[src/rtl/regfile_arbiter.sv]
// Two-client round-robin front end for the 32x32 register file.
// After reset it clears registers 1..31, then grants one whole read/write transaction per cycle.
module regfile_arbiter #(
  parameter logic INIT_ENABLE = 1'b1
) (
  input  logic        Clk,
  input  logic        ResetN,
  // client A
  input  logic        ReqA,
  input  logic        WeA,
  input  logic [4:0]  RAddr1A,
  input  logic [4:0]  RAddr2A,
  input  logic [4:0]  WAddrA,
  input  logic [31:0] WDataA,
  output logic        GntA,
  output logic        RValidA,
  output logic [31:0] RData1A,
  output logic [31:0] RData2A,
  // client B
  input  logic        ReqB,
  input  logic        WeB,
  input  logic [4:0]  RAddr1B,
  input  logic [4:0]  RAddr2B,
  input  logic [4:0]  WAddrB,
  input  logic [31:0] WDataB,
  output logic        GntB,
  output logic        RValidB,
  output logic [31:0] RData1B,
  output logic [31:0] RData2B,
  // register file side
  output logic [4:0]  ReadRegister1,
  output logic [4:0]  ReadRegister2,
  output logic [4:0]  WriteRegister,
  output logic [31:0] WriteData,
  output logic        RegWrite,
  input  logic [31:0] ReadData1,
  input  logic [31:0] ReadData2,
  output logic        InitDone
);

  typedef enum logic {
    ST_INIT = 1'b0,
    ST_RUN  = 1'b1
  } state_e;

  localparam state_e RESET_STATE = (INIT_ENABLE != 1'b0) ? ST_INIT : ST_RUN;
  localparam logic   RESET_DONE  = (INIT_ENABLE != 1'b0) ? 1'b0 : 1'b1;

  state_e      state_q, state_d;
  logic [4:0]  cnt_q, cnt_d;
  logic        init_done_q, init_done_d;
  logic        ptr_q, ptr_d;          // 0: A has priority, 1: B has priority
  logic        run_s;
  logic        gnt_a_s, gnt_b_s;
  logic        rvalid_a_q, rvalid_b_q;
  logic [31:0] rdata1_a_q, rdata2_a_q;
  logic [31:0] rdata1_b_q, rdata2_b_q;
  logic [4:0]  rreg1_s, rreg2_s, wreg_s;
  logic [31:0] wdata_s;
  logic        regwrite_s;

  // Sequencer next state: walk the clear counter 1..31, then stay in RUN.
  always_comb begin
    state_d     = state_q;
    cnt_d       = cnt_q;
    init_done_d = init_done_q;
    case (state_q)
      ST_INIT: begin
        if (cnt_q == 5'd31) begin
          state_d     = ST_RUN;
          cnt_d       = 5'd1;
          init_done_d = 1'b1;
        end else begin
          cnt_d       = cnt_q + 5'd1;
        end
      end
      ST_RUN: begin
        state_d     = ST_RUN;
        init_done_d = 1'b1;
      end
      default: begin
        state_d     = RESET_STATE;
        cnt_d       = 5'd1;
        init_done_d = RESET_DONE;
      end
    endcase
  end

  // Sequencer state, clear counter and InitDone flag.
  always_ff @(posedge Clk or negedge ResetN) begin
    if (!ResetN) begin
      state_q     <= RESET_STATE;
      cnt_q       <= 5'd1;
      init_done_q <= RESET_DONE;
    end else begin
      state_q     <= state_d;
      cnt_q       <= cnt_d;
      init_done_q <= init_done_d;
    end
  end

  // Round-robin grant; gated by ResetN so a transaction in flight at reset is dropped.
  always_comb begin
    run_s   = (state_q == ST_RUN) && ResetN;
    gnt_a_s = run_s && ReqA && (!ReqB || !ptr_q);
    gnt_b_s = run_s && ReqB && (!ReqA ||  ptr_q);
    if (gnt_a_s) begin
      ptr_d = 1'b1;
    end else if (gnt_b_s) begin
      ptr_d = 1'b0;
    end else begin
      ptr_d = ptr_q;
    end
  end

  // Priority pointer register.
  always_ff @(posedge Clk or negedge ResetN) begin
    if (!ResetN) begin
      ptr_q <= 1'b0;
    end else begin
      ptr_q <= ptr_d;
    end
  end

  // Register-file port mux: clear writes in INIT, granted client in RUN, idle otherwise.
  always_comb begin
    rreg1_s    = 5'd0;
    rreg2_s    = 5'd0;
    wreg_s     = 5'd0;
    wdata_s    = 32'd0;
    regwrite_s = 1'b0;
    if (state_q == ST_INIT) begin
      wreg_s     = cnt_q;
      regwrite_s = ResetN;
    end else if (gnt_a_s) begin
      rreg1_s    = RAddr1A;
      rreg2_s    = RAddr2A;
      wreg_s     = WAddrA;
      wdata_s    = WDataA;
      regwrite_s = WeA;
    end else if (gnt_b_s) begin
      rreg1_s    = RAddr1B;
      rreg2_s    = RAddr2B;
      wreg_s     = WAddrB;
      wdata_s    = WDataB;
      regwrite_s = WeB;
    end else begin
      rreg1_s    = 5'd0;
      rreg2_s    = 5'd0;
      wreg_s     = 5'd0;
      wdata_s    = 32'd0;
      regwrite_s = 1'b0;
    end
  end

  // Client A read capture; sampled at the same edge the regfile write lands, so it sees the old value.
  always_ff @(posedge Clk or negedge ResetN) begin
    if (!ResetN) begin
      rvalid_a_q <= 1'b0;
      rdata1_a_q <= 32'd0;
      rdata2_a_q <= 32'd0;
    end else begin
      rvalid_a_q <= gnt_a_s;
      if (gnt_a_s) begin
        rdata1_a_q <= ReadData1;
        rdata2_a_q <= ReadData2;
      end
    end
  end

  // Client B read capture.
  always_ff @(posedge Clk or negedge ResetN) begin
    if (!ResetN) begin
      rvalid_b_q <= 1'b0;
      rdata1_b_q <= 32'd0;
      rdata2_b_q <= 32'd0;
    end else begin
      rvalid_b_q <= gnt_b_s;
      if (gnt_b_s) begin
        rdata1_b_q <= ReadData1;
        rdata2_b_q <= ReadData2;
      end
    end
  end

  assign GntA          = gnt_a_s;
  assign GntB          = gnt_b_s;
  assign RValidA       = rvalid_a_q;
  assign RData1A       = rdata1_a_q;
  assign RData2A       = rdata2_a_q;
  assign RValidB       = rvalid_b_q;
  assign RData1B       = rdata1_b_q;
  assign RData2B       = rdata2_b_q;
  assign ReadRegister1 = rreg1_s;
  assign ReadRegister2 = rreg2_s;
  assign WriteRegister = wreg_s;
  assign WriteData     = wdata_s;
  assign RegWrite      = regwrite_s;
  assign InitDone      = init_done_q;

endmodule

[config.mk]
export PLATFORM = sky130hd
export DESIGN_NAME = regfile_arbiter
export DESIGN_NICKNAME = d
export VERILOG_FILES = /design/src/rtl/regfile_arbiter.sv
export SDC_FILE = /design/constraint.sdc
export NUM_CORES = 1
export LEC_CHECK = 0
export BUFFER_PORTS_ARGS = -buffer_cell sky130_fd_sc_hd__buf_2
export CAP_MARGIN = 20
export CORE_AREA = 2 2 133 135
export DETAILED_ROUTE_END_ITERATION = 16
export DIE_AREA = 0 0 135 137
export PLACE_DENSITY_LB_ADDON = 0.2
export SYNTH_ARGS = -nofsm -noshare
export SYNTH_HDL_FRONTEND = slang
export SYNTH_SLANG_ARGS = --single-unit
export TNS_END_PERCENT = 5
[constraint.sdc]
create_clock -name Clk -period 2.4 [get_ports Clk]
set_input_delay 0.12 -clock Clk [delete_from_list [all_inputs] [get_ports Clk]]
set_output_delay 0.12 -clock Clk [all_outputs]
set_load 0.01 [all_outputs]
After elaboration in Yosys (flattened, before gate mapping)
Index checks and enable logic that the tools add are counted.

$add $sub $neg: 1. Equality and inequality tests: 2. Multiplexer cells: 22. Bitwise gates (word level): 1. Reduce and logical (&&, ||, !) cells: 11.

Operators by type and width (number): 32-bit two-way mux (3); 5-bit two-way mux (10); 1-bit two-way mux (7); 5-bit by 1-bit adder with 5-bit output, second input constant (1); 5-bit == test, second input constant (1); 1-bit logical AND (5); 1-bit case mux with 2 select lines (2); 1-bit zero test (3); 1-bit logical OR (2); 2-bit inequality test, second input constant (1); 2-bit nonzero test (1); 1-bit NOT (1).

Bits in registers: 138. Input port bits: 164. Output and inout port bits: 181. Logic and storage cells: 47.

Longest topological paths before layout
Word-level depth: 6. Mapped depth: 6.

Worst setup path before layout
No wires, ideal clock.

Path kind: reg-to-reg. Start: register cnt_q[1]. End: register cnt_q[3]. Setup time: 0.095 ns. Data arrival time: 1.468 ns. Required time: 2.305 ns. Slack: 0.837 ns. Stages on the path, launching flop included: 6. Buffers on the path: 0. Clock period less this slack: 1.563 ns. Cells stage by stage: dfrtp_1 ha_1 and3_1 ha_1 or2_2 o31ai_1.

Longest elaborated chain between the ends: 2. Elaborated cells between the ends (all ways): 3. Classes of those cells: add/sub: 1; eq/ne: 1; mux: 1.

RTL lines: start: declaration (line 50) `logic [4:0] cnt_q, cnt_d;`; start signal: assignment (line 97) `cnt_q <= cnt_d;`; 5-bit by 1-bit adder with 5-bit output or 5-bit == test (tied branches) (line 74, 69); 5-bit two-way mux (*) (line 69) `if (cnt_q == 5'd31) begin`.

Every way passes the cells marked *; elsewhere a longest branch is shown, timed or not. A chain may end at the register's enable or synchronous reset.

Worst setup path after layout
Start: input port ResetN. End: output port ReadRegister2[0].

Longest elaborated chain between the ends: 6. Elaborated cells between the ends (all ways): 8. Classes of those cells: mux: 3; reduce/logical: 5.

RTL lines: start: declaration (line 7) `input logic ResetN,`; 1-bit logical AND (*) (line 104) `run_s = (state_q == ST_RUN) && ResetN;`; 1-bit logical AND (2 in a row) (line 106) `gnt_b_s = run_s && ReqB && (!ReqA || ptr_q);`; 5-bit two-way mux (line 141) `end else if (gnt_b_s) begin`; 5-bit two-way mux (*) (line 135) `end else if (gnt_a_s) begin`; 5-bit two-way mux (*) (line 132) `if (state_q == ST_INIT) begin`; end: declaration (line 32) `output logic [4:0] ReadRegister2,`.

Marks and branches as above.

==> impl_metrics.ini <==
[run_status]
status = finished, final reports clean

[grt]
grt_use_total_pct = 19.3
grt_pass1_wl_um = 26900
grt-ovfl-total = 0
grt_max_degree = 78
grt_pass1_vias = 5063
antenna_found_initial = 2

[die]
die_height_um = 137
initial_utilization_pct = 34.3
core_mm2 = 0.0171
die_w_um = 135
row_count = 48
die_area_mm2 = 0.0185
ios = 345

[logic_synthesis]
syn_avg_cell_area_um2 = 15.7
syn_nets = 539
synth_top_family_by_area = multiplexers
ys_warn_count = 0
synth.most_common_cell = dfrtp_1
ys_dominant_reg_cell = dfrtp_1
yosysTopAreaCell = dfrtp_1
synthSimpleGateAreaFrac_pct = 1.71
synthXorXnorAreaFrac_pct = 0
synth_compound_area_share_pct = 8.50
synth-seq-area-share_pct = 59.1
yosys.area_share.adder_pct = 0.428
syn_area_mm2 = 0.00584
synth_edf_count = 0
synthTopCellsByArea = dfrtp_1 (59%), mux2_2 (15%), a22o_1 (6.4%)
synthMuxAreaShare_pct = 26.3
async_reset_ff_share_pct = 100
syn_inst = 373
ys_ff_latch = 138
synth.top_cells.by_count = dfrtp_1 (137), mux2_2 (77), a22o_1 (43), mux2_1 (33), mux2_4 (20)
yosysTopAreaCellShare_pct = 58.7
yosysUniqueCellTypes = 29

[setup_path]
worst-path-max-fanout = 73
cp-end-kind = output pin
critPathKind = input port to output pin
worst_ep_required_time_ns = 2.28
crit_path_start_kind = input port
worstPathArrival_ns = 2.12

[clock_network]
clk_pin_slew_ns = 0.06
post-cts-setup-buffers = 0
cts.root.buffer_cell = clkbuf_16
cts_buffer_depth = 2
worstSkewPairLatency_ns = 0.41
cts_made_buffers = 17
cts_tree = done
cts_sinks = 138
htreeDepth = 4

[sta]
tns_ns = 0
hold_viol = 0
finalSetupViolations = 0
drv_slew = 0
fin_crit_sh_pct = 93.2
tightest_slew_ns = 0.893
timing.max_slew.rel_slack_pct = 40.5
period_minus_slack_ns = 2.24
whs_ns = 0.103
rsz0062_at_grt = no
timing.final.ws_setup_ns = 0.164
fmax_mhz = 447
fin_worst_skew_ns = 0.00679

[placed_design]
place_area_mm2 = 0.00772
place.gp.congestion = 0.795
place_hpwl_um = 13500
io_buffer_count = 344
dp_cells = 923
place_ws_ns = 0.424

[routing]
final_antenna_net_count = 0
post-route-drc-count = 0
dr.pass1.iters = 4
drt-total-wl_um = 18300
viasPerCell = 4.76
routed-via-count = 4856
wl_per_cell_um = 17.9
drt_iter0_markers = 119

[power_and_ir_drop]
p_per_area_mw_per_mm2 = 848
peakVddDrop_v = 0.000460
power.leakage_nw = 4.47

[run]
cap_violations = 0

[final_layout]
fin_area_mm2 = 0.00899
final-seq-area_mm2 = 0.00346
fin_cells = 1021
final_nets = 949
drive_above_1_share_pct = 60.8
area_delta_synth_final_pct = 53.8
multi_input_area_mm2 = 0.00216
fillers = 1522

[worst_hold_path]
hp-class = input port to flip-flop
[layout by cell type (no fill, tap or decap), drive strengths merged]
cell type	n
nor2	2
dfstp	1
a31oi	1
a21oi	2
a21bo	1
bufinv	3
nand2b	1
a22o	43
inv	3
dlygate4sd3	66
and3	1
diode	1
clkinvlp	2
or2	1
nand3	3
dfrtp	137
o31ai	1
mux2	130
nor2b	6
or3	1
ha	2
nand2	2
a221o	5
buf	350
clkbuf	20
clkinv	6
o21ai	5
[worst max-delay path: stages]
cell and delay (ns):
dlygate4sd3_1 0.55, buf_6 0.27, nand3_1 0.18, a21oi_4 0.21, buf_12 0.36, a22o_1 0.20
buf_2 0.14
[metrics by stage]
| step | utilization [%] | power (mW) |
|---|---|---|
| after floorplan | - | 4.00 |
| after global routing | 52.7 | 7.99 |
| after global placement | 45.3 | 4.87 |
| after detailed placement | 45.3 | 4.92 |
| after CTS | 52.7 | 7.71 |
| final | 52.7 | 7.62 |
[sequential cells by signal, summed over array words and instances (netlist names)]
| register | cells |
|---|---|
| RData1A | 32 |
| RData1B | 32 |
| RData2A | 32 |
| RData2B | 32 |
| cnt_q | 5 |
| InitDone | 1 |
| RValidA | 1 |
| RValidB | 1 |
| ptr_q | 1 |
| state_q | 1 |
[path summary, 6_finish.rpt]
kind                            cells after the start         from  slack [ns]                to
worst min register to register                      1  RData1A[28]        0.48       RData1A[28]
min in group asynchronous                           2       ResetN        0.15       RData2A[24]
worst max register to register                      4      state_q        0.58       RData2B[31]
worst min-delay path                                4         ReqB        0.10             ptr_q
max in group asynchronous                           3       ResetN        1.07       RData1B[21]
worst max-delay path                                7       ResetN        0.16  ReadRegister2[0]
[where the power goes]
part | total, mW | switching, mW | internal, mW
clock | 2.67 | 0.992 | 1.68
combinational | 1.90 | 0.905 | 0.992
sequential | 3.05 | 0.238 | 2.81
total | 7.62 | 2.13 | 5.48
[cells by family (layout without fill, tap and decap cells)]
group                      Yosys count  after routing
and+or+nand+nor                     17             17
other                                0              1
DFF                                138            138
muxes                              130            130
AOI/OAI and AO/OA                   58             58
adders and majority gates            2              2
buffers and inverters               28            450
[repair_timing]
action / in CTS / in global routing
endpoints found under the setup margin: 0 / 47
gates resized for setup: 0 / 1
hold buffers: 66 / 0
endpoints found under the hold margin: 157 / 0
[layer usage]
layer,global-route usage [%],part of all wire (%)
met5,0,0.088
met4,11.6,4.3
met3,5.56,7.6
met1,20.4,36
met2,34.1,52
[final cells by class]
| class | instances | share of cell area (%) |
|---|---|---|
| clock inverters | 11 | 1.63 |
| clock buffers | 20 | 5.08 |
| repair buffers | 416 | 27.5 |
| inverters | 3 | 0.125 |
| diodes | 1 | 0.0278 |
| flip-flops and latches | 138 | 38.5 |
| well taps | 225 | 3.13 |
| multi-input cells | 207 | 24.0 |
Power figures use the tool's default switching activity.
